### src/rtl/vthernet_rx_slot_buffer.sv
// Receive frame buffer: ring of fixed-size SRAM slots, commits clean frames,
// rewinds aborted/oversize ones and presents a head-of-queue descriptor.
module vthernet_rx_slot_buffer #(
    parameter int SLOTS   = 4,
    parameter int SLOT_AW = 11,
    parameter int DATA_W  = 8,
    parameter int CNT_W   = 16,
    localparam int SI_W   = $clog2(SLOTS)
) (
    input  logic                    RX_CLK,
    input  logic                    rst_n,
    input  logic                    in_v,
    input  logic [DATA_W-1:0]       in_data,
    input  logic                    in_last,
    input  logic                    in_err,
    output logic                    mem_we,
    output logic [SI_W+SLOT_AW-1:0] mem_addr,
    output logic [DATA_W-1:0]       mem_wdata,
    output logic                    slot_v,
    output logic [SI_W-1:0]         slot_idx,
    output logic [SLOT_AW:0]        slot_len,
    input  logic                    slot_release,
    output logic                    full,
    output logic                    rx_irq,
    output logic [CNT_W-1:0]        drop_cnt
);

    typedef enum logic [1:0] {IDLE, RECV, DISCARD} state_t;

    localparam logic [SLOT_AW:0] SLOT_BYTES = {1'b1, {SLOT_AW{1'b0}}};
    localparam logic [SI_W:0]    OCC_FULL   = (SI_W+1)'(SLOTS);

    state_t           state;
    logic [SI_W-1:0]  wr_slot;
    logic [SI_W-1:0]  rd_slot;
    logic [SI_W-1:0]  commit_slot;
    logic [SI_W:0]    occ;
    logic [SI_W:0]    occ_eff;
    logic [SLOT_AW:0] offset;
    logic [SLOT_AW:0] commit_len;
    logic             commit_pend;
    logic [SLOT_AW:0] len [SLOTS];
    logic             release_ok;
    logic [CNT_W-1:0] drop_next;

    // A commit is one cycle in flight before occ sees it, so the full check
    // must count it or a back-to-back frame could overrun an occupied slot.
    assign occ_eff    = occ + {{SI_W{1'b0}}, commit_pend};
    assign release_ok = slot_release && (occ != '0);
    assign drop_next  = (drop_cnt == '1) ? drop_cnt : drop_cnt + 1'b1;

    assign slot_v   = (occ != '0);
    assign slot_idx = rd_slot;
    assign slot_len = len[rd_slot];
    assign full     = (occ == OCC_FULL);

    always_ff @(posedge RX_CLK or negedge rst_n) begin
        if (!rst_n) begin
            occ     <= '0;
            rd_slot <= '0;
            rx_irq  <= 1'b0;
            for (int i = 0; i < SLOTS; i++) begin
                len[i] <= '0;
            end
        end else begin
            rx_irq <= commit_pend;
            if (commit_pend) begin
                len[commit_slot] <= commit_len;
            end
            if (release_ok) begin
                rd_slot <= rd_slot + 1'b1;
            end
            if (commit_pend && !release_ok) begin
                occ <= occ + 1'b1;
            end else if (!commit_pend && release_ok) begin
                occ <= occ - 1'b1;
            end
        end
    end

    always_ff @(posedge RX_CLK or negedge rst_n) begin
        if (!rst_n) begin
            state       <= IDLE;
            wr_slot     <= '0;
            offset      <= '0;
            mem_we      <= 1'b0;
            mem_addr    <= '0;
            mem_wdata   <= '0;
            commit_pend <= 1'b0;
            commit_slot <= '0;
            commit_len  <= '0;
            drop_cnt    <= '0;
        end else begin
            mem_we      <= 1'b0;
            commit_pend <= 1'b0;
            case (state)
                IDLE: begin
                    if (in_v && !in_err) begin
                        if (occ_eff == OCC_FULL) begin
                            drop_cnt <= drop_next;
                            state    <= in_last ? IDLE : DISCARD;
                        end else begin
                            mem_we    <= 1'b1;
                            mem_addr  <= {wr_slot, {SLOT_AW{1'b0}}};
                            mem_wdata <= in_data;
                            offset    <= (SLOT_AW+1)'(1);
                            if (in_last) begin
                                commit_pend <= 1'b1;
                                commit_slot <= wr_slot;
                                commit_len  <= (SLOT_AW+1)'(1);
                                wr_slot     <= wr_slot + 1'b1;
                            end else begin
                                state <= RECV;
                            end
                        end
                    end
                end
                RECV: begin
                    if (in_err) begin
                        drop_cnt <= drop_next;
                        state    <= IDLE;
                    end else if (in_v) begin
                        if (offset == SLOT_BYTES) begin
                            drop_cnt <= drop_next;
                            state    <= in_last ? IDLE : DISCARD;
                        end else begin
                            mem_we    <= 1'b1;
                            mem_addr  <= {wr_slot, offset[SLOT_AW-1:0]};
                            mem_wdata <= in_data;
                            offset    <= offset + 1'b1;
                            if (in_last) begin
                                commit_pend <= 1'b1;
                                commit_slot <= wr_slot;
                                commit_len  <= offset + 1'b1;
                                wr_slot     <= wr_slot + 1'b1;
                                state       <= IDLE;
                            end
                        end
                    end
                end
                DISCARD: begin
                    if (in_err || (in_v && in_last)) begin
                        state <= IDLE;
                    end
                end
                default: state <= IDLE;
            endcase
        end
    end

endmodule

### config.mk
export PLATFORM = sky130hd
export DESIGN_NAME = vthernet_rx_slot_buffer
export DESIGN_NICKNAME = d
export VERILOG_FILES = /design/src/rtl/vthernet_rx_slot_buffer.sv
export SDC_FILE = /design/constraint.sdc
export NUM_CORES = 1
export LEC_CHECK = 0
export CAP_MARGIN = 20
export CORE_AREA = 2 2 122 124
export DETAILED_ROUTE_END_ITERATION = 10
export DIE_AREA = 0 0 124 126
export REMOVE_ABC_BUFFERS = 1
export SLEW_MARGIN = 20
export SYNTH_ARGS = -nofsm -noshare
export SYNTH_HDL_FRONTEND = slang
export SYNTH_SLANG_ARGS = --single-unit
### constraint.sdc
create_clock -name RX_CLK -period 6.15 [get_ports RX_CLK]
set_input_delay 0.9225 -clock RX_CLK [delete_from_list [all_inputs] [get_ports RX_CLK]]
set_output_delay 0.9225 -clock RX_CLK [all_outputs]
set_load 0.005 [all_outputs]
# Word level (Yosys, flattened, before mapping)
# Cells that the tools add are included.
dict set report classes {
  reduce_logical 18
  n_lt_le_gt_ge 3
  add_sub_neg 7
  div 0
  shifts 0
  n_mux 78
  bitwise_logic 2
  multipliers 0
  n_eq_ne 19
}
# cell n
set ops {}
lappend ops {{$mux 12} 15}
lappend ops {{$mux 16} 6}
lappend ops {{$mux 13} 5}
lappend ops {{$bwmux 48} 1}
lappend ops {{$pmux 12 s2} 2}
lappend ops {{$mux 2} 21}
lappend ops {{$mux 8} 5}
lappend ops {{$pmux 16 s2} 1}
lappend ops {{$pmux 13 s2} 1}
lappend ops {{$bmux 12 s2} 1}
lappend ops {{$demux 12 s2} 1}
lappend ops {{$ne 2x2->1 const B} 9}
lappend ops {{$add 16x1->16 const B} 1}
lappend ops {{$eq 16x16->1 const B} 1}
lappend ops {{$pmux 8 s2} 1}
lappend ops {{$add 12x1->12 const B} 1}
lappend ops {{$eq 12x12->1 const B} 1}
lappend ops {{$mux 1} 11}
lappend ops {{$reduce_and 5->1} 2}
lappend ops {{$ne 3x3->1 const B} 3}
lappend ops {{$pmux 2 s2} 2}
lappend ops {{$reduce_and 8->1} 1}
lappend ops {{$eq 3x3->1 const B} 2}
lappend ops {{$ge 3x3->1 const B} 2}
lappend ops {{19 further kinds} 31}
dict set report word_totals {
  elab_cells 144
  out_inout_bits 55
  ram_bits 0
  mem_count 0
  latch_bits 0
  register_bits 123
  in_bits 14
  mem_bits_ro 0
}

# Logic depth before layout (Yosys ltp)
# Gate-level depths: netlist (run 1).
dict set report depth {
  depth_word 6
  ltp_mapped 9
  ltp_nobuf 8
}

# Least setup slack after synthesis (run 1)
# Ideal clock, no wire load.
dict set report synth_timing {
  path_type {reg2out}
  start {reg rd_slot[0], in the netlist slot_idx[0]}
  end {out slot_len[10]}
  t_arrival_ps 1477
  path_slack_ps 3750
  path_buffers 2
  required_ps 5227
  stages_incl_launch_ff 4
  path_cell_list {dfrtp_1 clkbuf_1 buf_2 mux4_2}
}
dict set report synth_between {
  elab_chain_len 4
}
# item line_no
set synth_rtl {}
lappend synth_rtl {{from (decl)} 35} ;# logic [SI_W-1:0] rd_slot;
lappend synth_rtl {{from (signal assigned)} 71} ;# rd_slot <= rd_slot + 1'b1;
lappend synth_rtl {{$not 2->3 (not written as such)} 54} ;# assign slot_len = len[rd_slot];
lappend synth_rtl {{$bmux 12 s2} 54}
lappend synth_rtl {{$mux 12 (not written as such) (2 in series)} 54}
lappend synth_rtl {{to (decl)} 21} ;# output logic [SLOT_AW:0] slot_len,
# No other way between the ends. The select of a mux whose other input is x is not followed.

# Worst setup path after layout (run 1)
dict set report layout_timing {
  start {reg rd_slot[0], in the netlist slot_idx[0]}
  end {out slot_len[7]}
}
# The elaborated chain is that of the path after synthesis.

==> flow_metrics.tcl, run 1 <==
set metrics [dict create \
    synth_edf_count 0 \
    worstHoldStart "mem_addr[9]$_DFFE_PN0P_" \
    die_width_um 124 \
    wirelength_mm 11.5 \
    reg2reg_to "offset[9]$_DFFE_PN0P_" \
    cts-root-buf "clkbuf_16" \
    grt_pass1_wl_mm 19.1 \
    io_pins 69 \
    vias 3730 \
    core_area_mm2 0.0143 \
    cap_viol_max_count 0 \
    max_stage_delay_ns 0.92 \
    seqCellArea_mm2 0.00308 \
    drive_gt1_share_pct 19.4 \
    fillCellCount 1316 \
    drc 0 \
    hold_viol_final 0 \
    worstMarginPinSlew_ns 1.01 \
    wire_per_inst_um 15.6 \
    critPathCaptureType "output port" \
    multiInputGateArea_mm2 0.00237 \
    syn_area_mm2 0.00561 \
    place_area_mm2 0.00642 \
    start_util_pct 39.2 \
    leakagePower_nw 3.23 \
    hold_path_depth 2 \
    layout_min_cycle_time_ns 3.35 \
    fin_tns_setup_ns 0 \
    die_h_um 126 \
    grt_usage_pct 15.9 \
    reg2reg_slack_ns 3.30 \
    min-delay-path-class "reg2reg" \
    fin_area_mm2 0.00701 \
    cp.required_ns 5.23 \
    ant_nets 0 \
    numClockSinks 123 \
    drt_iter0_markers 171 \
    worstPathCellList "mux4_2 > clkdlybuf4s50_1" \
    r2r-start "commit_pend$_DFF_PN0_" \
    synthArstFlopShare_pct 100 \
    synth_cell_types 49 \
    gp_congestion 0.792 \
    rows 44 \
    drv_slew 0 \
    path_max_fanout 15 \
    cp-start-kind "register" \
    period_share_pct 54.4 \
    powerDensity_mw_per_mm2 366 \
    portBuffers 68 \
    die_area_mm2 0.0156 \
    clock.fmax_ghz 0.299 \
    cts.reportedPaths.clkPinSlew_ns 0.06 \
    slew_headroom_pct 32.3 \
    grt_pass1_vias 3817 \
    cts_made_buffers 17 \
    yosysWarnings 0 \
    final_cells 736 \
    place_ws_ns 2.67 \
    fin_ws_ns 2.80 \
    ctsResizeCount 0 \
    yosys.cell_count.top_type "dfrtp_1" \
    overflow 0 \
    avgSynthCellArea_um2 11.9 \
    slowest_stage "dfrtp_1" \
    diodes 0 \
    dp_hpwl_mm 7.54 \
    hold_path_end "mem_addr[9]$_DFFE_PN0P_" \
    clkLatencyLatePin_ns 0.41 \
    antenna_found_initial 0 \
    ir_drop_mv 0.194 \
    synth_seq_area_share_pct 54.9 \
    rsz0062_at_grt "no" \
    htreeDepth 4 \
    finalSetupViolations 0 \
    synth_top_area_cell "dfrtp_1" \
    finalPower_mw 2.57 \
    ys_seq_elements 123 \
    grt_max_degree 79 \
    synth.area.top_cells "dfrtp_1 55%, mux2_2 11%, nand2_1 5.3%" \
    firstDrtPassIters 4 \
    cts_setup_buffers 0 \
    cts_tree "built" \
    cts_buffer_depth 2 \
    synthTopCellsByCount "123 x dfrtp_1, 79 x nand2_1, 54 x mux2_2" \
    viasPerCell 5.07 \
    syn_inst 473 \
    hold_buffers 0 \
    area_growth_pct 25.0 \
    critPathArrivalTime_ns 2.43 \
    crit_type "reg2out" \
    nNetsFinal 560 \
    synthFlopType "dfrtp_1" \
    dp_cells 704 \
    status "finished clean" \
    finalClockSkew_ns 0.00651 \
    rr_worst_depth 9 \
    synth_top_area_share_pct 54.9 \
]
[worst max-delay path, delay by kind of cell, from the launching register on]
family   cells  cell delay (ns)
flops        1             0.92
mux          1             0.62
buf+inv      1             0.47
[worst max path at each step]
stage	startpoint	endpoint	slack, ns	cells after the start
final	slot_idx[0]$_DFFE_PN0P_	slot_len[7]	2.80	2
after global routing	slot_idx[0]$_DFFE_PN0P_	slot_len[1]	2.58	2
after CTS	slot_idx[0]$_DFFE_PN0P_	slot_len[10]	2.70	2
after detailed placement	in_v	offset[9]$_DFFE_PN0P_	2.67	8
after global placement	in_v	offset[9]$_DFFE_PN0P_	2.71	8
after floorplan	occ[0]$_DFFE_PN0P_	commit_len[10]$_DFFE_PN0P_	3.27	6
[stage by stage]
| step | utilization, % | hold WS [ns] |
|---|---|---|
| 2_1_floorplan | - | 0.446 |
| 3_3_place_gp | 44.9 | 0.461 |
| 3_5_place_dp | 44.9 | 0.457 |
| 4_1_cts | 48.9 | 0.480 |
| 5_1_grt | 49.0 | 0.507 |
| 6_report | 49.0 | 0.480 |
[per-layer routing]
| layer | vias up | routed length [um] | global-route usage, % |
|---|---|---|---|
| li1 | 1785 | - | - |
| met1 | 1845 | 5500 | 22.1 |
| met2 | 80 | 5340 | 23.3 |
| met3 | 20 | 450 | 4.62 |
| met4 | 0 | 211 | 6.87 |
| met5 | - | 0 | 0 |
[final cells by class]
class / count / share of cell area, %
sequential: 123 / 43.9
clock buffer: 21 / 6.57
timing repair buffer: 72 / 10.2
multi-input combinational: 316 / 33.9
tap: 184 / 3.28
inverter: 9 / 0.482
clock inverter: 11 / 1.71
[logic make-up after synthesis]
group,Yosys count,share of synthesized area (%)
simple gates,168,14.8
compound gates,41,4.87
flops,123,54.9
buf+inv,34,2.72
mux,68,16.0
fa+ha+maj,7,1.70
xor+xnor,32,5.00
[cell usage in the layout, fill, tap and decap left out, types with 3 or more instances in the layout]
cell type,count
o21ai_0,14
dfrtp_1,123
inv_1,9
ha_1,6
xor2_1,23
clkinv_2,4
nor3_1,4
a22o_1,4
buf_4,4
a21oi_1,5
nor2_1,25
and3_1,6
clkbuf_16,17
xnor2_1,9
mux2_2,54
o31ai_1,9
nand4_1,7
nand2_1,79
nor3b_1,4
nand3_1,23
mux4_2,12
clkinvlp_4,3
nand3b_1,3
clkdlybuf4s50_1,67
[where the power goes]
part           switching [mW]  internal (mW)
clock network           0.361          0.615
registers               0.157          0.930
logic                   0.205          0.301
total                   0.723           1.85
[registers in the layout, indices dropped and copies added, names as in the netlist]
register     cells
commit_slot      2
offset          12
mem_wdata        8
drop_cnt        16
occ              3
commit_pend      1
slot_idx         2
mem_we           1
state            2
mem_addr        13
rx_irq           1
wr_slot          2
commit_len      12
len             48
Power figures use the tool's default switching activity.
==> run 2: changes to the inputs <==
==> constraint.sdc (replaced) <==
create_clock -name RX_CLK -period 3.4 [get_ports RX_CLK]
set_input_delay 0.51 -clock RX_CLK [delete_from_list [all_inputs] [get_ports RX_CLK]]
set_output_delay 0.51 -clock RX_CLK [all_outputs]
set_load 0.005 [all_outputs]
==> flow_metrics.tcl, run 2 (synthesis results as in run 1) <==
set metrics [dict create \
    vias 3752 \
    final_cells 740 \
    finalSetupViolations 0 \
    drv_slew 0 \
    fin_area_mm2 0.00708 \
    finalPower_mw 4.75 \
    max_stage_delay_ns 0.56 \
    crit_buf_inv 2 \
    clock.fmax_ghz 0.368 \
    gp_congestion 0.797 \
    critPathCaptureType "output port" \
    portBuffers 68 \
    worstPathCellList "buf_4 > mux4_2 > clkdlybuf4s50_1" \
    fin_tns_setup_ns 0 \
    ir_drop_mv 0.334 \
    drt_iter0_markers 153 \
    die_area_mm2 0.0156 \
    drive_gt1_share_pct 20.1 \
    slowest_stage "mux4_2" \
    mostFrequentLayoutCell "dfrtp_1" \
    rr_worst_depth 6 \
    cp.required_ns 2.89 \
    grt_pass1_wl_mm 19.4 \
    fillCellCount 1328 \
    htreeDepth 4 \
    numClockSinks 123 \
    cts.reportedPaths.clkPinSlew_ns 0.05 \
    status "finished clean" \
    grt_pass1_vias 3836 \
    leakagePower_nw 3.27 \
    place_area_mm2 0.00647 \
    die_h_um 126 \
    cts_made_buffers 17 \
    drc 0 \
    fin_ws_ns 0.681 \
    area_growth_pct 26.3 \
    viasPerCell 5.07 \
    grt_max_degree 74 \
    powerDensity_mw_per_mm2 671 \
    place_ws_ns 0.635 \
    clkLatencyLatePin_ns 0.41 \
    crit_type "reg2out" \
    io_pins 69 \
    cts-root-buf "clkbuf_16" \
    nNetsFinal 564 \
    fin_hold_ws_ns 0.141 \
    critPathArrivalTime_ns 2.21 \
    wirelength_mm 11.6 \
    overflow 0 \
    hold_viol_final 0 \
    ctsResizeCount 0 \
    final_util_pct 49.5 \
    rows 44 \
    regMostFlops "len" \
    r2r-start "occ[0]$_DFFE_PN0P_" \
    diodes 0 \
    antenna_found_initial 0 \
    period_share_pct 80.0 \
    layout_min_cycle_time_ns 2.72 \
    cp_top_family "buffers and inverters" \
    reg2reg_to "drop_cnt[1]$_DFFE_PN0P_" \
    dp_hpwl_mm 7.78 \
    grt_usage_pct 16.3 \
    firstDrtPassIters 4 \
    core_area_mm2 0.0143 \
    hold_buffers 0 \
    worstMarginPinSlew_ns 0.726 \
    cts_tree "built" \
    rsz0062_at_grt "no" \
    cap_viol_max_count 0 \
    min-delay-path-class "in2async" \
    path_max_fanout 11 \
    slew_headroom_pct 51.5 \
    ant_nets 0 \
    finalClockSkew_ns 0.00669 \
    wire_per_inst_um 15.6 \
    cts_buffer_depth 2 \
    cts_setup_buffers 0 \
    dp_cells 708 \
    start_util_pct 39.2 \
    cp-start-kind "register" \
    layout_common_cells "123 x dfrtp_1, 79 x nand2_1, 67 x clkdlybuf4s50_1, 54 x mux2_2, 25 x nor2_1" \
    largestRegisters "len x48, drop_cnt x16, mem_addr x13" \
    reg2reg_slack_ns 0.74 \
    largest_reg_flops 48 \
    die_width_um 124 \
]
## run 2: cell count changes in the layout (fill, tap and decap cells not counted), sizes merged
cell / delta
clkinvlp: -1
bufinv: +1
buf: +4
## run 2: how the worst max path moves through the flow
stage	startpoint	endpoint	slack, ns	cells after the start
2_1_floorplan	occ[0]$_DFFE_PN0P_	commit_len[10]$_DFFE_PN0P_	0.52	6
3_3_place_gp	in_v	drop_cnt[1]$_DFFE_PN0P_	0.71	6
3_5_place_dp	in_v	drop_cnt[1]$_DFFE_PN0P_	0.64	6
4_1_cts	slot_idx[0]$_DFFE_PN0P_	slot_len[10]	0.63	3
5_1_grt	slot_idx[0]$_DFFE_PN0P_	slot_len[1]	0.54	3
6_report	slot_idx[0]$_DFFE_PN0P_	slot_len[7]	0.68	3
## run 2: worst reg2reg max path, stage by stage (launching register included)
cell	delay, ns
dfrtp_1	0.44
ha_1	0.23
ha_1	0.28
o31a_1	0.34
a2111o_1	0.57
and2b_1	0.35
mux2_1	0.33
## run 2: cell type report
| cell class | instances | area, um2 | area share, % |
|---|---|---|---|
| Multi-Input combinational cell | 316 | 2370 | 33.5 |
| Inverter | 9 | 33.8 | 0.477 |
| Sequential cell | 123 | 3080 | 43.5 |
| Tap cell | 184 | 230 | 3.25 |
| Clock inverter | 11 | 143 | 2.01 |
| Timing Repair Buffer | 76 | 751 | 10.6 |
| Clock buffer | 21 | 470 | 6.64 |
## run 2: power by group
group / total [mW] / internal, mW / switching, mW / leakage, nW
clock: 1.84 / 1.21 / 0.637 / 0.299
sequential: 1.94 / 1.68 / 0.252 / 1.65
combinational: 0.975 / 0.559 / 0.416 / 1.33
total: 4.75 / 3.45 / 1.31 / 3.27
## run 2: layer usage
layer | track usage [%] | vias to the layer above | wire [um]
met4 | 6.35 | 0 | 185
met5 | 0 | - | 0
met3 | 4.85 | 13 | 412
met1 | 22.1 | 1870 | 5480
li1 | - | 1798 | -
met2 | 24.5 | 71 | 5480
